**src/rtl/scpad_tile_beat_gen_pkg.sv**
```systemverilog
`default_nettype none
// ============================================================================
//  Module      : scpad_tile_beat_gen_pkg
//  Description : Scratchpad geometry, tile/beat types and address helper
//                shared by the tile beat generator, its interface and its
//                lane calculator.
//  Revision    : 1.0 - initial release
// ============================================================================
package scpad_tile_beat_gen_pkg;

  localparam int NUM_COLS         = 32;
  localparam int NUM_ROWS         = 16384;
  localparam int MAX_TILE_SIZE    = 32;
  localparam int ELEM_BYTES       = 2;
  localparam int ELEM_SHIFT       = $clog2(ELEM_BYTES);
  localparam int ROW_BYTES        = NUM_COLS * ELEM_BYTES;
  localparam int ROW_SHIFT        = $clog2(ROW_BYTES);
  localparam int SCPAD_SIZE_BYTES = NUM_ROWS * ROW_BYTES;
  localparam int SCPAD_ADDR_WIDTH = $clog2(SCPAD_SIZE_BYTES);
  localparam int ROW_IDX_WIDTH    = $clog2(NUM_ROWS);
  localparam int COL_IDX_WIDTH    = $clog2(NUM_COLS);
  localparam int MAX_DIM_WIDTH    = $clog2(MAX_TILE_SIZE);
  localparam int SCPAD_ID_WIDTH   = 1;

  typedef enum logic {
    SRC_FE = 1'b0,
    SRC_BE = 1'b1
  } src_t;

  typedef logic [SCPAD_ADDR_WIDTH-1:0] scpad_addr_t;
  typedef logic [ROW_IDX_WIDTH-1:0]    row_idx_t;
  typedef logic [COL_IDX_WIDTH-1:0]    col_idx_t;
  typedef logic [MAX_DIM_WIDTH-1:0]    dim_t;
  typedef logic [SCPAD_ID_WIDTH-1:0]   scpad_id_t;

  typedef logic [NUM_COLS-1:0]                    mask_t;
  typedef logic [NUM_COLS-1:0][ROW_IDX_WIDTH-1:0] slot_mask_t;
  typedef logic [NUM_COLS-1:0][COL_IDX_WIDTH-1:0] shift_mask_t;

  typedef struct packed {
    scpad_addr_t addr;
    dim_t        rows;
    dim_t        cols;
    logic        colmajor;
    logic        write;
    scpad_id_t   scpad_id;
    src_t        src;
  } tile_desc_t;

  typedef struct packed {
    mask_t       mask;
    slot_mask_t  slot;
    shift_mask_t shift;
    dim_t        idx;
    logic        last;
    logic        write;
    scpad_id_t   scpad_id;
    src_t        src;
  } beat_t;

  typedef struct packed {
    row_idx_t row;
    col_idx_t col;
  } row_col_t;

  typedef enum logic [1:0] {
    S_IDLE  = 2'd0,
    S_ISSUE = 2'd1,
    S_DRAIN = 2'd2
  } tbg_state_t;

  // Byte address -> (slot, element column); sub-element bits drop out.
  function automatic row_col_t addr_to_row_col(input scpad_addr_t addr);
    row_col_t rc;
    rc.row = row_idx_t'(addr >> ROW_SHIFT);
    rc.col = col_idx_t'(addr >> ELEM_SHIFT);
    return rc;
  endfunction

endpackage
`default_nettype wire

```
**src/rtl/scpad_tile_beat_gen_if.sv**
```systemverilog
`default_nettype none
// ============================================================================
//  Module      : scpad_tile_beat_gen_if
//  Description : Tile descriptor request channel and scratchpad beat channel.
//  Revision    : 1.0 - initial release
// ============================================================================
interface scpad_tile_beat_gen_if;
  import scpad_tile_beat_gen_pkg::*;

  logic        tile_valid;
  logic        tile_ready;
  scpad_addr_t tile_addr;
  dim_t        tile_rows;
  dim_t        tile_cols;
  logic        tile_colmajor;
  logic        tile_write;
  scpad_id_t   tile_scpad_id;
  src_t        tile_src;

  logic        beat_valid;
  logic        beat_ready;
  mask_t       beat_mask;
  slot_mask_t  beat_slot;
  shift_mask_t beat_shift;
  dim_t        beat_idx;
  logic        beat_last;
  logic        beat_write;
  scpad_id_t   beat_scpad_id;
  src_t        beat_src;

  modport master (
    output tile_valid, tile_addr, tile_rows, tile_cols, tile_colmajor,
           tile_write, tile_scpad_id, tile_src, beat_ready,
    input  tile_ready, beat_valid, beat_mask, beat_slot, beat_shift,
           beat_idx, beat_last, beat_write, beat_scpad_id, beat_src
  );

  modport slave (
    input  tile_valid, tile_addr, tile_rows, tile_cols, tile_colmajor,
           tile_write, tile_scpad_id, tile_src, beat_ready,
    output tile_ready, beat_valid, beat_mask, beat_slot, beat_shift,
           beat_idx, beat_last, beat_write, beat_scpad_id, beat_src
  );

endinterface
`default_nettype wire

```
**src/rtl/scpad_tile_beat_gen_lane_calc.sv**
```systemverilog
`default_nettype none
// ============================================================================
//  Module      : scpad_skew_lane_calc
//  Description : Per-lane mask/slot/column for one beat of a skewed tile.
//  Revision    : 1.0 - initial release
// ============================================================================
module scpad_skew_lane_calc
  import scpad_tile_beat_gen_pkg::*;
(
  input  row_idx_t    i_base_row,
  input  col_idx_t    i_base_col,
  input  dim_t        i_k,
  input  logic        i_colmajor,
  input  dim_t        i_rows,
  input  dim_t        i_cols,
  output mask_t       o_mask,
  output slot_mask_t  o_slot,
  output shift_mask_t o_shift
);

  for (genvar i = 0; i < NUM_COLS; i++) begin : g_lane
    localparam dim_t c_LANE = dim_t'(i);

    logic     w_active;
    row_idx_t w_slot;
    col_idx_t w_shift;

    // Lane is the tile column in row-major beats and the tile row in
    // column-major beats; the skewed column is (base_col + r + c) either way.
    assign w_active = i_colmajor ? (c_LANE <= i_rows) : (c_LANE <= i_cols);
    assign w_slot   = i_colmajor ? (i_base_row + row_idx_t'(c_LANE))
                                 : (i_base_row + row_idx_t'(i_k));
    assign w_shift  = i_base_col + col_idx_t'(c_LANE) + col_idx_t'(i_k);

    assign o_mask[i]  = w_active;
    assign o_slot[i]  = w_active ? w_slot  : '0;
    assign o_shift[i] = w_active ? w_shift : '0;
  end

endmodule
`default_nettype wire

```
**src/rtl/scpad_tile_beat_gen.sv**
```systemverilog
`default_nettype none
// ============================================================================
//  Module      : scpad_tile_beat_gen
//  Description : Expands one tile descriptor into one skewed scratchpad beat
//                per cycle behind a registered valid/ready output.
//  Revision    : 1.0 - initial release
// ============================================================================
module scpad_tile_beat_gen
  import scpad_tile_beat_gen_pkg::*;
(
  input  logic                         CLK,
  input  logic                         nRST,
  scpad_tile_beat_gen_if.slave         bus
);

  tbg_state_t  r_state;
  tbg_state_t  w_state_next;
  tile_desc_t  r_desc;
  tile_desc_t  w_tile_in;
  tile_desc_t  w_desc;
  dim_t        r_k;
  dim_t        w_k;
  dim_t        w_last_k;
  beat_t       r_beat;
  logic        r_beat_valid;
  logic        w_in_idle;
  logic        w_load;
  logic        w_last;
  row_col_t    w_base;
  mask_t       w_mask;
  slot_mask_t  w_slot;
  shift_mask_t w_shift;

  assign w_tile_in = '{addr:     bus.tile_addr,
                       rows:     bus.tile_rows,
                       cols:     bus.tile_cols,
                       colmajor: bus.tile_colmajor,
                       write:    bus.tile_write,
                       scpad_id: bus.tile_scpad_id,
                       src:      bus.tile_src};

  // Beat 0 is built straight from the incoming descriptor so it can load on
  // the accepting edge; later beats use the latched copy.
  assign w_in_idle = (r_state == S_IDLE);
  assign w_desc    = w_in_idle ? w_tile_in : r_desc;
  assign w_k       = w_in_idle ? '0 : r_k;
  assign w_base    = addr_to_row_col(w_desc.addr);
  assign w_last_k  = w_desc.colmajor ? w_desc.cols : w_desc.rows;
  assign w_last    = (w_k == w_last_k);

  scpad_skew_lane_calc u_lane_calc (
    .i_base_row (w_base.row),
    .i_base_col (w_base.col),
    .i_k        (w_k),
    .i_colmajor (w_desc.colmajor),
    .i_rows     (w_desc.rows),
    .i_cols     (w_desc.cols),
    .o_mask     (w_mask),
    .o_slot     (w_slot),
    .o_shift    (w_shift)
  );

  always_ff @(posedge CLK) begin
    if (!nRST) begin
      r_state <= S_IDLE;
    end else begin
      r_state <= w_state_next;
    end
  end

  always_comb begin
    w_state_next = r_state;
    w_load       = 1'b0;
    case (r_state)
      S_IDLE: begin
        if (bus.tile_valid) begin
          w_load       = 1'b1;
          w_state_next = w_last ? S_DRAIN : S_ISSUE;
        end
      end
      S_ISSUE: begin
        if (!r_beat_valid || bus.beat_ready) begin
          w_load = 1'b1;
          if (w_last) begin
            w_state_next = S_DRAIN;
          end
        end
      end
      S_DRAIN: begin
        if (bus.beat_ready) begin
          w_state_next = S_IDLE;
        end
      end
      default: begin
        w_state_next = S_IDLE;
      end
    endcase
  end

  always_ff @(posedge CLK) begin
    if (!nRST) begin
      r_desc       <= '0;
      r_k          <= '0;
      r_beat       <= '0;
      r_beat_valid <= 1'b0;
    end else begin
      if (w_in_idle && bus.tile_valid) begin
        r_desc <= w_tile_in;
      end
      if (w_load) begin
        r_k          <= w_k + dim_t'(1);
        r_beat       <= '{mask:     w_mask,
                          slot:     w_slot,
                          shift:    w_shift,
                          idx:      w_k,
                          last:     w_last,
                          write:    w_desc.write,
                          scpad_id: w_desc.scpad_id,
                          src:      w_desc.src};
        r_beat_valid <= 1'b1;
      end else if (bus.beat_ready) begin
        r_beat_valid <= 1'b0;
      end
    end
  end

  assign bus.tile_ready    = w_in_idle;
  assign bus.beat_valid    = r_beat_valid;
  assign bus.beat_mask     = r_beat.mask;
  assign bus.beat_slot     = r_beat.slot;
  assign bus.beat_shift    = r_beat.shift;
  assign bus.beat_idx      = r_beat.idx;
  assign bus.beat_last     = r_beat.last;
  assign bus.beat_write    = r_beat.write;
  assign bus.beat_scpad_id = r_beat.scpad_id;
  assign bus.beat_src      = r_beat.src;

endmodule
`default_nettype wire

```
**src/flat_wrapper.sv**
```systemverilog
// flat-port wrapper written by rule: the top's interface ports become plain ports
module scpad_tile_beat_gen_flat import scpad_tile_beat_gen_pkg::*;
  (CLK, nRST, bus_tile_valid, bus_tile_addr, bus_tile_rows, bus_tile_cols, bus_tile_colmajor, bus_tile_write, bus_tile_scpad_id, bus_tile_src, bus_beat_ready, bus_tile_ready, bus_beat_valid, bus_beat_mask, bus_beat_slot, bus_beat_shift, bus_beat_idx, bus_beat_last, bus_beat_write, bus_beat_scpad_id, bus_beat_src);
  scpad_tile_beat_gen_if bus_i ();
  input  logic CLK;
  input  logic nRST;
  input wire logic [$bits(bus_i.tile_valid)-1:0] bus_tile_valid;
  input wire logic [$bits(bus_i.tile_addr)-1:0] bus_tile_addr;
  input wire logic [$bits(bus_i.tile_rows)-1:0] bus_tile_rows;
  input wire logic [$bits(bus_i.tile_cols)-1:0] bus_tile_cols;
  input wire logic [$bits(bus_i.tile_colmajor)-1:0] bus_tile_colmajor;
  input wire logic [$bits(bus_i.tile_write)-1:0] bus_tile_write;
  input wire logic [$bits(bus_i.tile_scpad_id)-1:0] bus_tile_scpad_id;
  input wire logic [$bits(bus_i.tile_src)-1:0] bus_tile_src;
  input wire logic [$bits(bus_i.beat_ready)-1:0] bus_beat_ready;
  output wire logic [$bits(bus_i.tile_ready)-1:0] bus_tile_ready;
  output wire logic [$bits(bus_i.beat_valid)-1:0] bus_beat_valid;
  output wire logic [$bits(bus_i.beat_mask)-1:0] bus_beat_mask;
  output wire logic [$bits(bus_i.beat_slot)-1:0] bus_beat_slot;
  output wire logic [$bits(bus_i.beat_shift)-1:0] bus_beat_shift;
  output wire logic [$bits(bus_i.beat_idx)-1:0] bus_beat_idx;
  output wire logic [$bits(bus_i.beat_last)-1:0] bus_beat_last;
  output wire logic [$bits(bus_i.beat_write)-1:0] bus_beat_write;
  output wire logic [$bits(bus_i.beat_scpad_id)-1:0] bus_beat_scpad_id;
  output wire logic [$bits(bus_i.beat_src)-1:0] bus_beat_src;
  assign bus_i.tile_valid = bus_tile_valid;
  assign bus_i.tile_addr = bus_tile_addr;
  assign bus_i.tile_rows = bus_tile_rows;
  assign bus_i.tile_cols = bus_tile_cols;
  assign bus_i.tile_colmajor = bus_tile_colmajor;
  assign bus_i.tile_write = bus_tile_write;
  assign bus_i.tile_scpad_id = bus_tile_scpad_id;
  assign bus_i.tile_src = bus_tile_src;
  assign bus_i.beat_ready = bus_beat_ready;
  assign bus_tile_ready = bus_i.tile_ready;
  assign bus_beat_valid = bus_i.beat_valid;
  assign bus_beat_mask = bus_i.beat_mask;
  assign bus_beat_slot = bus_i.beat_slot;
  assign bus_beat_shift = bus_i.beat_shift;
  assign bus_beat_idx = bus_i.beat_idx;
  assign bus_beat_last = bus_i.beat_last;
  assign bus_beat_write = bus_i.beat_write;
  assign bus_beat_scpad_id = bus_i.beat_scpad_id;
  assign bus_beat_src = bus_i.beat_src;
  scpad_tile_beat_gen u_core (.CLK(CLK), .nRST(nRST), .bus(bus_i));
endmodule
```
**config.mk**
```make
export PLATFORM = sky130hd
export DESIGN_NAME = scpad_tile_beat_gen_flat
export DESIGN_NICKNAME = d
export VERILOG_FILES = /design/src/rtl/scpad_tile_beat_gen_pkg.sv /design/src/rtl/scpad_tile_beat_gen_if.sv /design/src/rtl/scpad_tile_beat_gen_lane_calc.sv /design/src/rtl/scpad_tile_beat_gen.sv /design/src/flat_wrapper.sv
export SDC_FILE = /design/constraint.sdc
export NUM_CORES = 2
export LEC_CHECK = 0
export BUFFER_PORTS_ARGS = -buffer_cell sky130_fd_sc_hd__buf_2
export CORE_AREA = 3 3 271 273
export CTS_CLUSTER_SIZE = 24
export DETAILED_ROUTE_END_ITERATION = 7
export DIE_AREA = 0 0 274 276
export MAX_ROUTING_LAYER = met4
export PLACE_DENSITY = 0.72
export SKIP_LAST_GASP = 1
export SLEW_MARGIN = 40
export SYNTH_ARGS = -nofsm -noshare
export SYNTH_HDL_FRONTEND = slang
export SYNTH_HIERARCHICAL = 1
export SYNTH_SLANG_ARGS = --single-unit
```
**constraint.sdc**
```tcl
create_clock -name CLK -period 6.45 [get_ports CLK]
set_input_delay 1.29 -clock CLK [delete_from_list [all_inputs] [get_ports CLK]]
set_output_delay 1.29 -clock CLK [all_outputs]
set_load 0.03 [all_outputs]
```
==> impl_metrics.json <==
{
  "setup_tns_ns": 0,
  "dr.pass1.iters": 8,
  "path_depth": 14,
  "violations": "design-rule violations",
  "grt_max_degree": 179,
  "synth_edf_count": 0,
  "cp-startpoint": "u_core/r_state[0]",
  "cpMaxStageDelayCell": "nand2_1",
  "timing.rr.start": "u_core/r_state[0]",
  "reg2reg_to": "u_core/bus.beat_slot[389]",
  "ys_ff_latch": 690,
  "cellLeakagePower_uw": 0.0176,
  "viasPerCell": 5.91,
  "layout.nets": 5619,
  "arrival_ns": 5.33,
  "clkSlewWorstSetupHoldPaths_ns": 0.06,
  "cts_tree": "built",
  "synthArstFlopShare_pct": 0,
  "die_area_um2": 75600,
  "syn_nets": 5230,
  "clock_path_buffers": 3,
  "synthCells": 5136,
  "critPathMostFrequentCell": "nand2_1",
  "whs_ns": 0.451,
  "setup_violations": 0,
  "wl_mm": 165,
  "syn_to_final_growth_pct": 17.8,
  "cts_hold_buf": 0,
  "endpoint": "u_core/bus.beat_slot[389]",
  "worst_ep_required_time_ns": 6.95,
  "cts_setup_buffers": 0,
  "critPathBufInv": 3,
  "cts_resized": 0,
  "core.rowCount": 98,
  "path_delay_family": "simple AND/OR/NAND/NOR gates",
  "overflow": 0,
  "hold_path.class": "register to register",
  "worstSetupPathType": "register to register",
  "hpwlAfterDp_mm": 115,
  "grt_pass1_vias": 34400,
  "wl_per_cell_um": 25.2,
  "synth_top_area_share_pct": 38.2,
  "crit_fanout": 42,
  "timing.slew.headroom_pct": 37.9,
  "status": "complete, but fails checks",
  "maxCapViolations": 0,
  "drtIter0Drc": 5510,
  "fillers": 6847,
  "crit_path_start_kind": "register",
  "grt_usage_pct": 42.5,
  "drc": 39,
  "max_freq_ghz": 0.207,
  "crit_path_cell_trace": "or2_1 > inv_2 > nand2_1 > nand2_1 > ha_1 > a211oi_4 > o21a_1 > buf_4 > nor3_2 > nor3_4 > buf_4 > a211oi_2 > nand2_1 > a21oi_1",
  "ir_worst_vdd_mv": 0.257,
  "die_w_um": 274,
  "dp.cells": 6393,
  "drive_gt1_share_pct": 18.4,
  "cts_root_buf": "clkbuf_16",
  "worst-slew-pin-transition_ns": 0.929,
  "syn-cell-area_um2": 36200,
  "rr_worst_depth": 14,
  "stdcell_count": 6545,
  "rsz0062_at_grt": "false",
  "vias": 38700,
  "core_um2": 71400,
  "clock_latency_ns": 0.65,
  "die_h_um": 276,
  "yosys.area.top_type": "dfxtp_1",
  "reg2reg_slack_ns": 1.62,
  "htree_num_levels": 3,
  "pin_count": 689,
  "slowest_delay_ns": 0.68,
  "cts.sinks": 690,
  "synth_cell_type_count": 91,
  "finish.utilization_pct": 59.7,
  "globalplace.congestion": 1.06,
  "start_util_pct": 50.7,
  "grt_pass1_wl_mm": 233,
  "hold_viol": 0,
  "port_buffers": 687,
  "ys.flop_type": "dfxtp_1",
  "synth.area.top_cells": "dfxtp_1, nand2_1, a21oi_1, nor2_1, xnor2_1",
  "ant_nets": 0,
  "final_max_slew_viol_count": 0,
  "endpoint_kind": "register",
  "synth.avg_cell_area_um2": 7.04,
  "numCtsBuffers": 79,
  "fin_skew_ns": 0.0289,
  "period_needed_ns": 4.83,
  "ys_warn_count": 6,
  "seq_area_frac_synth_pct": 38.2,
  "antenna_found_initial": 8,
  "fin_crit_sh_pct": 74.9,
  "power_density_nw_per_um2": 419
}
==> cells by family (layout without fill, tap and decap cells) <==
| family | after synthesis | count (layout) | share of synthesized area (%) |
|---|---|---|---|
| simple gates | 2386 | 2386 | 26.6 |
| buf+inv | 573 | 1026 | 7.18 |
| flops | 690 | 690 | 38.2 |
| mux | 29 | 29 | 0.838 |
| fa+ha+maj | 56 | 56 | 2.21 |
| xor+xnor | 298 | 298 | 7.28 |
| compound gates | 1103 | 1103 | 17.7 |
| other cells | 1 | 7 | 0.0104 |
==> stage by stage <==
step | power, uW | area (um^2) | setup WS [ns]
after global routing | 18400 | 42600 | 1.54
final | 17800 | 42600 | 1.62
after CTS | 17600 | 42500 | 1.84
after detailed placement | 12800 | 39800 | 1.67
after floorplan | 10000 | 36200 | 2.71
after global placement | 12600 | 39600 | 1.67
==> layer usage <==
layer	track usage (%)	part of all wire (%)	up-vias
li1	-	-	17500
met1	53.5	38	18200
met2	60.7	42	2540
met3	11.3	12	530
met4	25.6	7.4	0
met5	-	0	-
==> sequential cells by signal, summed over array words and instances (netlist names), 2 cells and up <==
signal / flops
u_core/bus.beat_shift: 160
u_core/bus.beat_mask: 32
u_core/bus.beat_slot: 448
u_core/r_state: 2
u_core/r_desc: 33
u_core/r_k: 5
u_core/bus.beat_idx: 5
==> Yosys cell counts (16+ instances only) <==
cell      instances
mux2i_1          28
nor2_1          528
xnor2_1         163
nor3_1           68
clkbuf_1        248
o21bai_1         16
nand2_1        1564
a21oi_1         791
buf_2           153
nor2b_1          17
ha_1             43
xor2_1          132
a211oi_1         53
dfxtp_1         690
nand3_1          85
buf_4            44
a21o_1           23
inv_1            78
and2_1           24
o21ai_0          64
o22ai_1          33
buf_1            36
==> power breakdown <==
group	leakage, uW	internal (uW)	switching (uW)	total [uW]
Sequential	0.00562	4830	316	5150
Clock	0.00137	2880	1940	4830
Combinational	0.0106	1930	5930	7850
==> tightest hold or removal path: cells and delay by family, from the launching register on <==
family             cells  cell delay (ns)
and+or+nand+nor        1             0.05
DFF                    1             0.30
AOI/OAI and AO/OA      1             0.05
==> final cells by class <==
type / instances / area, um^2 / area share, %
Inverter: 81 / 317 / 0.743
Antenna cell: 6 / 15.0 / 0.0352
Timing Repair Buffer: 800 / 4570 / 10.7
Sequential cell: 690 / 13800 / 32.4
Multi-Input combinational cell: 3873 / 19900 / 46.7
Clock inverter: 37 / 510 / 1.20
Clock buffer: 108 / 2270 / 5.32
Tap cell: 950 / 1190 / 2.79
==> placed cells by master, fill, tap and decap left out, types with 9 or more instances in the layout <==
master,n
clkinv_2,14
bufinv_16,10
clkbuf_8,16
or3_1,15
nand3_1,85
clkbuf_1,12
and3_1,15
nor2_1,526
mux2i_1,28
o21ai_0,58
xor2_1,132
a22oi_1,9
o21a_1,9
a21o_1,22
nor3_1,67
and2_1,23
nand2_1,1556
clkbuf_16,80
o21bai_1,16
a31oi_1,10
o22ai_1,33
nand4_1,9
a21oi_1,785
a211oi_1,53
inv_1,78
dfxtp_1,690
buf_4,88
ha_1,41
o32ai_2,12
xnor2_1,163
a211oi_2,11
buf_12,14
fa_1,13
buf_2,687
nor2b_1,17
o211ai_1,10
nand2b_1,15
==> how the worst min path moves through the flow <==
stage / from / to / slack (ns) / depth (start not counted)
after floorplan: u_core/r_desc[0] / u_core/r_desc[0] / 0.44 / 2
after global placement: u_core/bus.beat_slot[72] / u_core/bus.beat_slot[72] / 0.44 / 2
after detailed placement: u_core/bus.beat_mask[23] / u_core/bus.beat_mask[23] / 0.44 / 2
after CTS: u_core/bus.beat_mask[23] / u_core/bus.beat_mask[23] / 0.45 / 2
after global routing: u_core/bus.beat_slot[176] / u_core/bus.beat_slot[176] / 0.47 / 2
final: u_core/bus.beat_shift[69] / u_core/bus.beat_shift[69] / 0.45 / 2
No activity file was read; power rests on OpenSTA's default activity.
